--- src/rtl/alu_share_arbiter.sv ---
// alu_share_arbiter: round-robin sharing of one combinational ALU between two requesters
module alu_share_arbiter #(
  parameter int XLEN = 32
) (
  input  logic            clk,
  input  logic            reset,
  input  logic            req0_valid,
  output logic            req0_ready,
  input  logic [3:0]      req0_ctrl,
  input  logic [XLEN-1:0] req0_a,
  input  logic [XLEN-1:0] req0_b,
  input  logic            req1_valid,
  output logic            req1_ready,
  input  logic [3:0]      req1_ctrl,
  input  logic [XLEN-1:0] req1_a,
  input  logic [XLEN-1:0] req1_b,
  output logic            rsp0_valid,
  input  logic            rsp0_ready,
  output logic [XLEN-1:0] rsp0_result,
  output logic            rsp0_zero,
  output logic            rsp0_err,
  output logic            rsp1_valid,
  input  logic            rsp1_ready,
  output logic [XLEN-1:0] rsp1_result,
  output logic            rsp1_zero,
  output logic            rsp1_err,
  output logic            alu_issue,
  output logic [3:0]      alu_ctrl,
  output logic [XLEN-1:0] alu_a,
  output logic [XLEN-1:0] alu_b,
  input  logic [XLEN-1:0] alu_result,
  input  logic            alu_zero
);
  logic [1:0] req_valid, rsp_ready, inflight, rsp_valid, rsp_zero, rsp_err, elig, grant;
  logic [XLEN-1:0] rsp_result [2];
  logic [XLEN-1:0] a, b;
  logic [3:0] ctrl;
  logic prio, tag, sel, legal, issue;
  assign req_valid = {req1_valid, req0_valid};
  assign rsp_ready = {rsp1_ready, rsp0_ready};
  assign elig = reset ? 2'b00 : req_valid & ~inflight & (~rsp_valid | rsp_ready);
  assign grant = {elig[1] & (~elig[0] | prio), elig[0] & (~elig[1] | ~prio)};
  assign sel = grant[1];
  assign ctrl = sel ? req1_ctrl : req0_ctrl;
  assign a = sel ? req1_a : req0_a;
  assign b = sel ? req1_b : req0_b;
  assign legal = ctrl != 4'b1011 && !(ctrl[3:2] == 2'b11 && ctrl[1:0] != 2'b00);
  assign issue = |grant && legal;
  assign req0_ready = grant[0];
  assign req1_ready = grant[1];
  assign rsp0_valid = rsp_valid[0];
  assign rsp1_valid = rsp_valid[1];
  assign rsp0_result = rsp_result[0];
  assign rsp1_result = rsp_result[1];
  assign rsp0_zero = rsp_zero[0];
  assign rsp1_zero = rsp_zero[1];
  assign rsp0_err = rsp_err[0];
  assign rsp1_err = rsp_err[1];
  always_ff @(posedge clk) begin
    if (reset) begin
      prio <= 1'b0;
      tag <= 1'b0;
      alu_issue <= 1'b0;
      alu_ctrl <= '0;
      alu_a <= '0;
      alu_b <= '0;
      inflight <= '0;
      rsp_valid <= '0;
      rsp_zero <= '0;
      rsp_err <= '0;
      for (int n = 0; n < 2; n++) rsp_result[n] <= '0;
    end else begin
      prio <= |grant ? ~sel : prio;
      tag <= sel;
      alu_issue <= issue;
      alu_ctrl <= issue ? ctrl : '0;
      alu_a <= issue ? a : '0;
      alu_b <= issue ? b : '0;
      for (int n = 0; n < 2; n++) begin
        if (alu_issue && tag == 1'(n)) begin
          rsp_result[n] <= alu_result;
          rsp_zero[n] <= alu_zero;
          rsp_err[n] <= 1'b0;
          rsp_valid[n] <= 1'b1;
          inflight[n] <= 1'b0;
        end else if (grant[n]) begin
          inflight[n] <= legal;
          rsp_valid[n] <= !legal;
          if (!legal) begin
            rsp_result[n] <= '0;
            rsp_zero[n] <= 1'b0;
            rsp_err[n] <= 1'b1;
          end
        end else if (rsp_ready[n]) begin
          rsp_valid[n] <= 1'b0;
        end
      end
    end
  end
endmodule
--- config.mk ---
export PLATFORM = sky130hd
export DESIGN_NAME = alu_share_arbiter
export DESIGN_NICKNAME = d
export VERILOG_FILES = /design/src/rtl/alu_share_arbiter.sv
export SDC_FILE = /design/constraint.sdc
export NUM_CORES = 1
export LEC_CHECK = 0
export ABC_CLOCK_PERIOD_IN_PS = 3300
export CORE_AREA = 2 2 122 124
export DETAILED_ROUTE_END_ITERATION = 6
export DIE_AREA = 0 0 124 126
export DONT_BUFFER_PORTS = 1
export GPL_TIMING_DRIVEN = 0
export PLACE_DENSITY_LB_ADDON = 0.15
export SLEW_MARGIN = 15
export SYNTH_ARGS = -nofsm -noshare
export SYNTH_HDL_FRONTEND = slang
export SYNTH_SLANG_ARGS = --single-unit
--- constraint.sdc ---
create_clock -name clk -period 3.3 [get_ports clk]
set_input_delay 0.66 -clock clk [delete_from_list [all_inputs] [get_ports clk]]
set_output_delay 0.66 -clock clk [all_outputs]
set_load 0.02 [all_outputs]
Word level (Yosys, flattened, before mapping) --
Memories as Yosys holds them, arrays and structs flattened. Index checks and enable logic that the tools add are counted.
Operators by class: muxes and demuxes 36, reduce and logical (&&, ||, !) cells 20, equality and inequality tests 4, bitwise operators 20
Operator list (number):
- $mux W32 | 6
- $mux W1 | 28
- $reduce_and A2 Y1 | 4
- $reduce_or A2 Y1 | 4
- $not A1 Y1 | 7
- $or A1 B1 Y1 | 6
- $reduce_bool A2 Y1 | 3
- $reduce_bool A3 Y1 | 2
- $logic_and A1 B1 Y1 | 5
- $and A2 B2 Y2 | 2
- $mux W4 | 1
- $ne A2 B1 Y1 const B | 2
- $ne A4 B4 Y1 const B | 1
- $not A2 Y2 | 2
- $and A1 B1 Y1 | 2
- $eq A2 B2 Y1 const B | 1
- $logic_not A1 Y1 | 2
- $mux W2 | 1
- $or A2 B2 Y2 | 1
Storage, ports and cells: logic and storage cells 95, memory bits (writable) 64, output and inout bits 141, memories 1, register bits after elaboration 79
Memory list:
- rsp_result | depth 2, bits a word 32, rd ports 2, clocked after Yosys merged registers in 0, write ports 2, line 35 | logic [XLEN-1:0] rsp_result [2];

Depth between registers and ports, before layout --
Gate-level depths: netlist of run 1.
depth after elaboration 18, depth in mapped cells 7, mapped depth without buffers 4

Worst setup path after synthesis of run 1 --
No wires, ideal clock.
path type input port to flip-flop, from input port req0_valid, to memory rsp_result[0][0], enable pin, setup slack 739 ps, data arrival time 2172 ps, stages 4, library setup time 389 ps, path buffers 0, cell sequence nor2b_1 -> o311ai_1 -> or3_1 -> nand2_1
RTL lines:
- from (decl) | line 7 | input logic req0_valid,
- to (decl) | line 35

Worst setup path in the final report of run 1 --
from register rsp_valid[0], to output port req1_ready
On the way: cells in the longest elaborated chain, start to end 7
RTL lines:
- from (decl) | line 34 | logic [1:0] req_valid, rsp_ready, inflight, rsp_valid, rsp_zero, rsp_err, elig, grant;
- from (signal, indexed assignment) | line 88 | rsp_valid[n] <= !legal;
- $not A2 Y2 | line 41 | assign elig = reset ? 2'b00 : req_valid & ~inflight & (~rsp_valid | rsp_ready);
- $or A2 B2 Y2 | line 41
- $and A2 B2 Y2 | line 41
- $mux W2 | line 41
- $not A1 Y1 | line 42 | assign grant = {elig[1] & (~elig[0] | prio), elig[0] & (~elig[1] | ~prio)};
- $or A1 B1 Y1 | line 42
- $and A1 B1 Y1 | line 42
- to (decl) | line 13 | output logic req1_ready,
Every way passes these cells.

==> impl_metrics.toml, run 1 <==
[place]
port-buffer-count = 0
dp_hpwl_mm = 12.3
dp.cells = 732
place_area_um2 = 5790
gp_congestion = 0.836

[setup_path]
start_kind = "register"
crit_family = "simple AND/OR/NAND/NOR gates"
crit_type = "reg -> out"
crit_start = "rsp_valid[0]"
crit_path_end_kind = "primary output"
crit_path_max_incr_delay_ps = 480
worstPathRequired_ps = 2640
worstPathArrival_ps = 2100
crit_chain = "nor2b_2 -> o311ai_4 -> buf_2 -> nor2_1"
slowest_stage = "dfxtp_1"
rr_startpoint = "rsp_valid[1]"
crit_fanout = 10
path_buf_inv = 1

[logic_synthesis]
ys_top_cells_by_area = "dfxtp_1 40%, edfxtp_1 17%, nand3b_1 9.2%"
yosys_warnings = 0
syn_area_um2 = 5560
synthSimpleGateAreaFrac_pct = 17.7
synth-main-ff-cell = "dfxtp_1"
synth_top_family_by_area = "compound AO/OA/AOI/OAI gates"
ys_async_sr_fraction_pct = 0
synth_xor_area_share_pct = 0
avgSynthCellArea_um2 = 10.1
synth.most_common_cell = "dfxtp_1"
synth_common_cells = "111 x dfxtp_1, 71 x a21oi_1, 68 x nand3b_1, 67 x o21ai_0, 36 x nor2_1"
muxShareOfSynthArea_pct = 0
synthAdderAreaFrac_pct = 0.405
synth.top_cell.area_share_pct = 40.0
synthesis.nets = 723
synth-edff-count = 32
ys_types = 38
synth_area_leader_cell = "dfxtp_1"
yosysSeqAreaShare_pct = 57.3
syn_inst = 548
ys_seq_elements = 143
synth-compound-area-share_pct = 19.9

[clock_tree]
hold_buffers = 0
cts_root_buffer = "clkbuf_16"
clock_tree.buffer_depth = 2
post-cts-setup-buffers = 0
htree_num_levels = 4
insertion_delay_ps = 420
cts_tree = "yes"
clk_pin_slew_worst_paths_ps = 60
cts_buffers = 17
cts-resized-gates = 0
clkSinkCount = 143

[sta]
fin_setup_tns_ps = 0
clock.fmax_mhz = 362
fin_skew_ps = 4.89
rsz0062_at_grt = "no"
relSlewSlack_pct = 46.4
setup_viol = 0
finalCritPeriodShare_pct = 83.7
slew_viol_final = 0
worstMarginPinSlew_ps = 801
fin_crit_ps = 2760
holdWs_ps = 369
finalHoldViolations = 0

[die]
core_um2 = 14300
start_util_pct = 38.8
rows = 44
die_w_um = 124
io_pins = 316
die_y_um = 126
die-area_um2 = 15600

[cells_and_area]
num-nets-final = 742
utilization_pct = 45.0
diodes = 0
drive_gt1_share_pct = 10.3
num-fill-cells = 1382
final_area_um2 = 6440
multi_input_comb_area_um2 = 2120
areaGrowthSynthToFinish_pct = 15.9
stdcell_count = 764
regArea_um2 = 3180

[global_routing]
grt_max_degree = 33
track_usage_pct = 20.9
grt_pass1_vias = 4330
grt_pass1_wl_mm = 24.5
grt_overflow_total = 0
antenna_found_initial = 0

[power]
peakVddDrop_uv = 336
leakagePower_nw = 2.31
p_per_area_nw_per_um2 = 723

[flow_run]
max_cap_viol_count = 0

[routing]
antenna_left = 0
avgViaCountPerCell = 5.61
routedWlPerCell_um = 21.8
detail_route.iter0.violations = 248
finalWirelength_mm = 16.6
num_vias = 4289
drc = 0
drtPass1Iterations = 6

[outcome]
status = "finished, final reports clean"

[worst_hold_path]
hp-class = "in -> reg"
hold_start = "alu_zero"
[power by group]
group	leakage (nW)	internal, mW	switching (mW)
clock network	0.315	1.41	0.732
registers	1.25	1.93	0.220
logic	0.749	0.123	0.244
total	2.31	3.46	1.20
[cells in the final DEF, fill, tap and decap left out, drive strengths merged, types with 2 or more instances in the layout]
cell / synthesis / routed
dfxtp: 111 / 111
a21oi: 72 / 72
nand3b: 68 / 68
o21ai: 68 / 68
clkbuf: 29 / 48
nor2: 36 / 36
and2: 33 / 33
a22oi: 33 / 33
edfxtp: 32 / 32
buf: 22 / 22
clkinv: 0 / 7
bufinv: 0 / 6
nand2: 6 / 6
inv: 6 / 6
nor2b: 5 / 5
nand2b: 4 / 4
nor3: 3 / 3
o311ai: 3 / 3
maj3: 2 / 2
or3: 2 / 2
a311oi: 2 / 2
a31oi: 2 / 2
a21boi: 2 / 2
[routing by layer]
layer	track usage [%]	wire length (um)	up-vias
met2	34.4	8030	239
met3	9.10	1840	37
met5	0	0	-
met1	22.8	6250	2010
li1	-	-	2003
met4	10.2	524	0
[stage by stage]
| stage | power, mW | setup slack, ps |
|---|---|---|
| 2_1_floorplan | 2.44 | 739 |
| 3_3_place_gp | 2.55 | 218 |
| 3_5_place_dp | 2.56 | 660 |
| 4_1_cts | 4.69 | 474 |
| 5_1_grt | 4.83 | 448 |
| 6_report | 4.66 | 537 |
[kinds of logic (layout without fill, tap and decap cells)]
family	count (synthesis)	after routing
AOI/OAI and AO/OA	187	187
and+or+nand+nor	159	159
DFF	143	143
buffers and inverters	57	89
adders and majority gates	2	2
[flip-flops by register name, indices dropped and copies added (netlist names)]
signal and cells:
rsp_err 2, alu_b 32, rsp_zero 2, inflight 2
alu_ctrl 4, rsp_valid 2, alu_issue 1, rsp_result 64
alu_a 32, prio 1, tag 1
[worst paths after layout]
kind | slack [ps] | depth (start not counted) | to
max | 540 | 4 | req1_ready
min | 370 | 1 | rsp_zero[1]
max reg2reg | 880 | 4 | rsp_result[0][16]
min reg2reg | 560 | 1 | inflight[1]
[final cells by class]
class,instances,area share [%]
inverters,6,0.350
multi-input cells,348,32.9
clock inverters,13,3.38
clock buffers,19,6.72
well taps,184,3.57
flip-flops and latches,143,49.4
plain buffers,51,3.67
(Power assumes the default switching activity.)
==> run 2, diff against run 1 <==
Settings changed: ABC_CLOCK_PERIOD_IN_PS 3300 to 2900.
Clock period 3.3 ns to 2.9 ns, I/O delays scaled along.
==> results of run 2 <==
Same layout as run 1 (identical final DEF). Status: finished, final reports clean.
Main changes from that run: setup slack after placement 660 ps -> 340 ps; setup slack after layout 537 ps -> 217 ps; hold slack 369 ps -> 289 ps; register-to-register setup slack 880 ps -> 480 ps; total power 4.66 mW -> 5.30 mW; worst IR drop on VDD 336 uV -> 382 uV
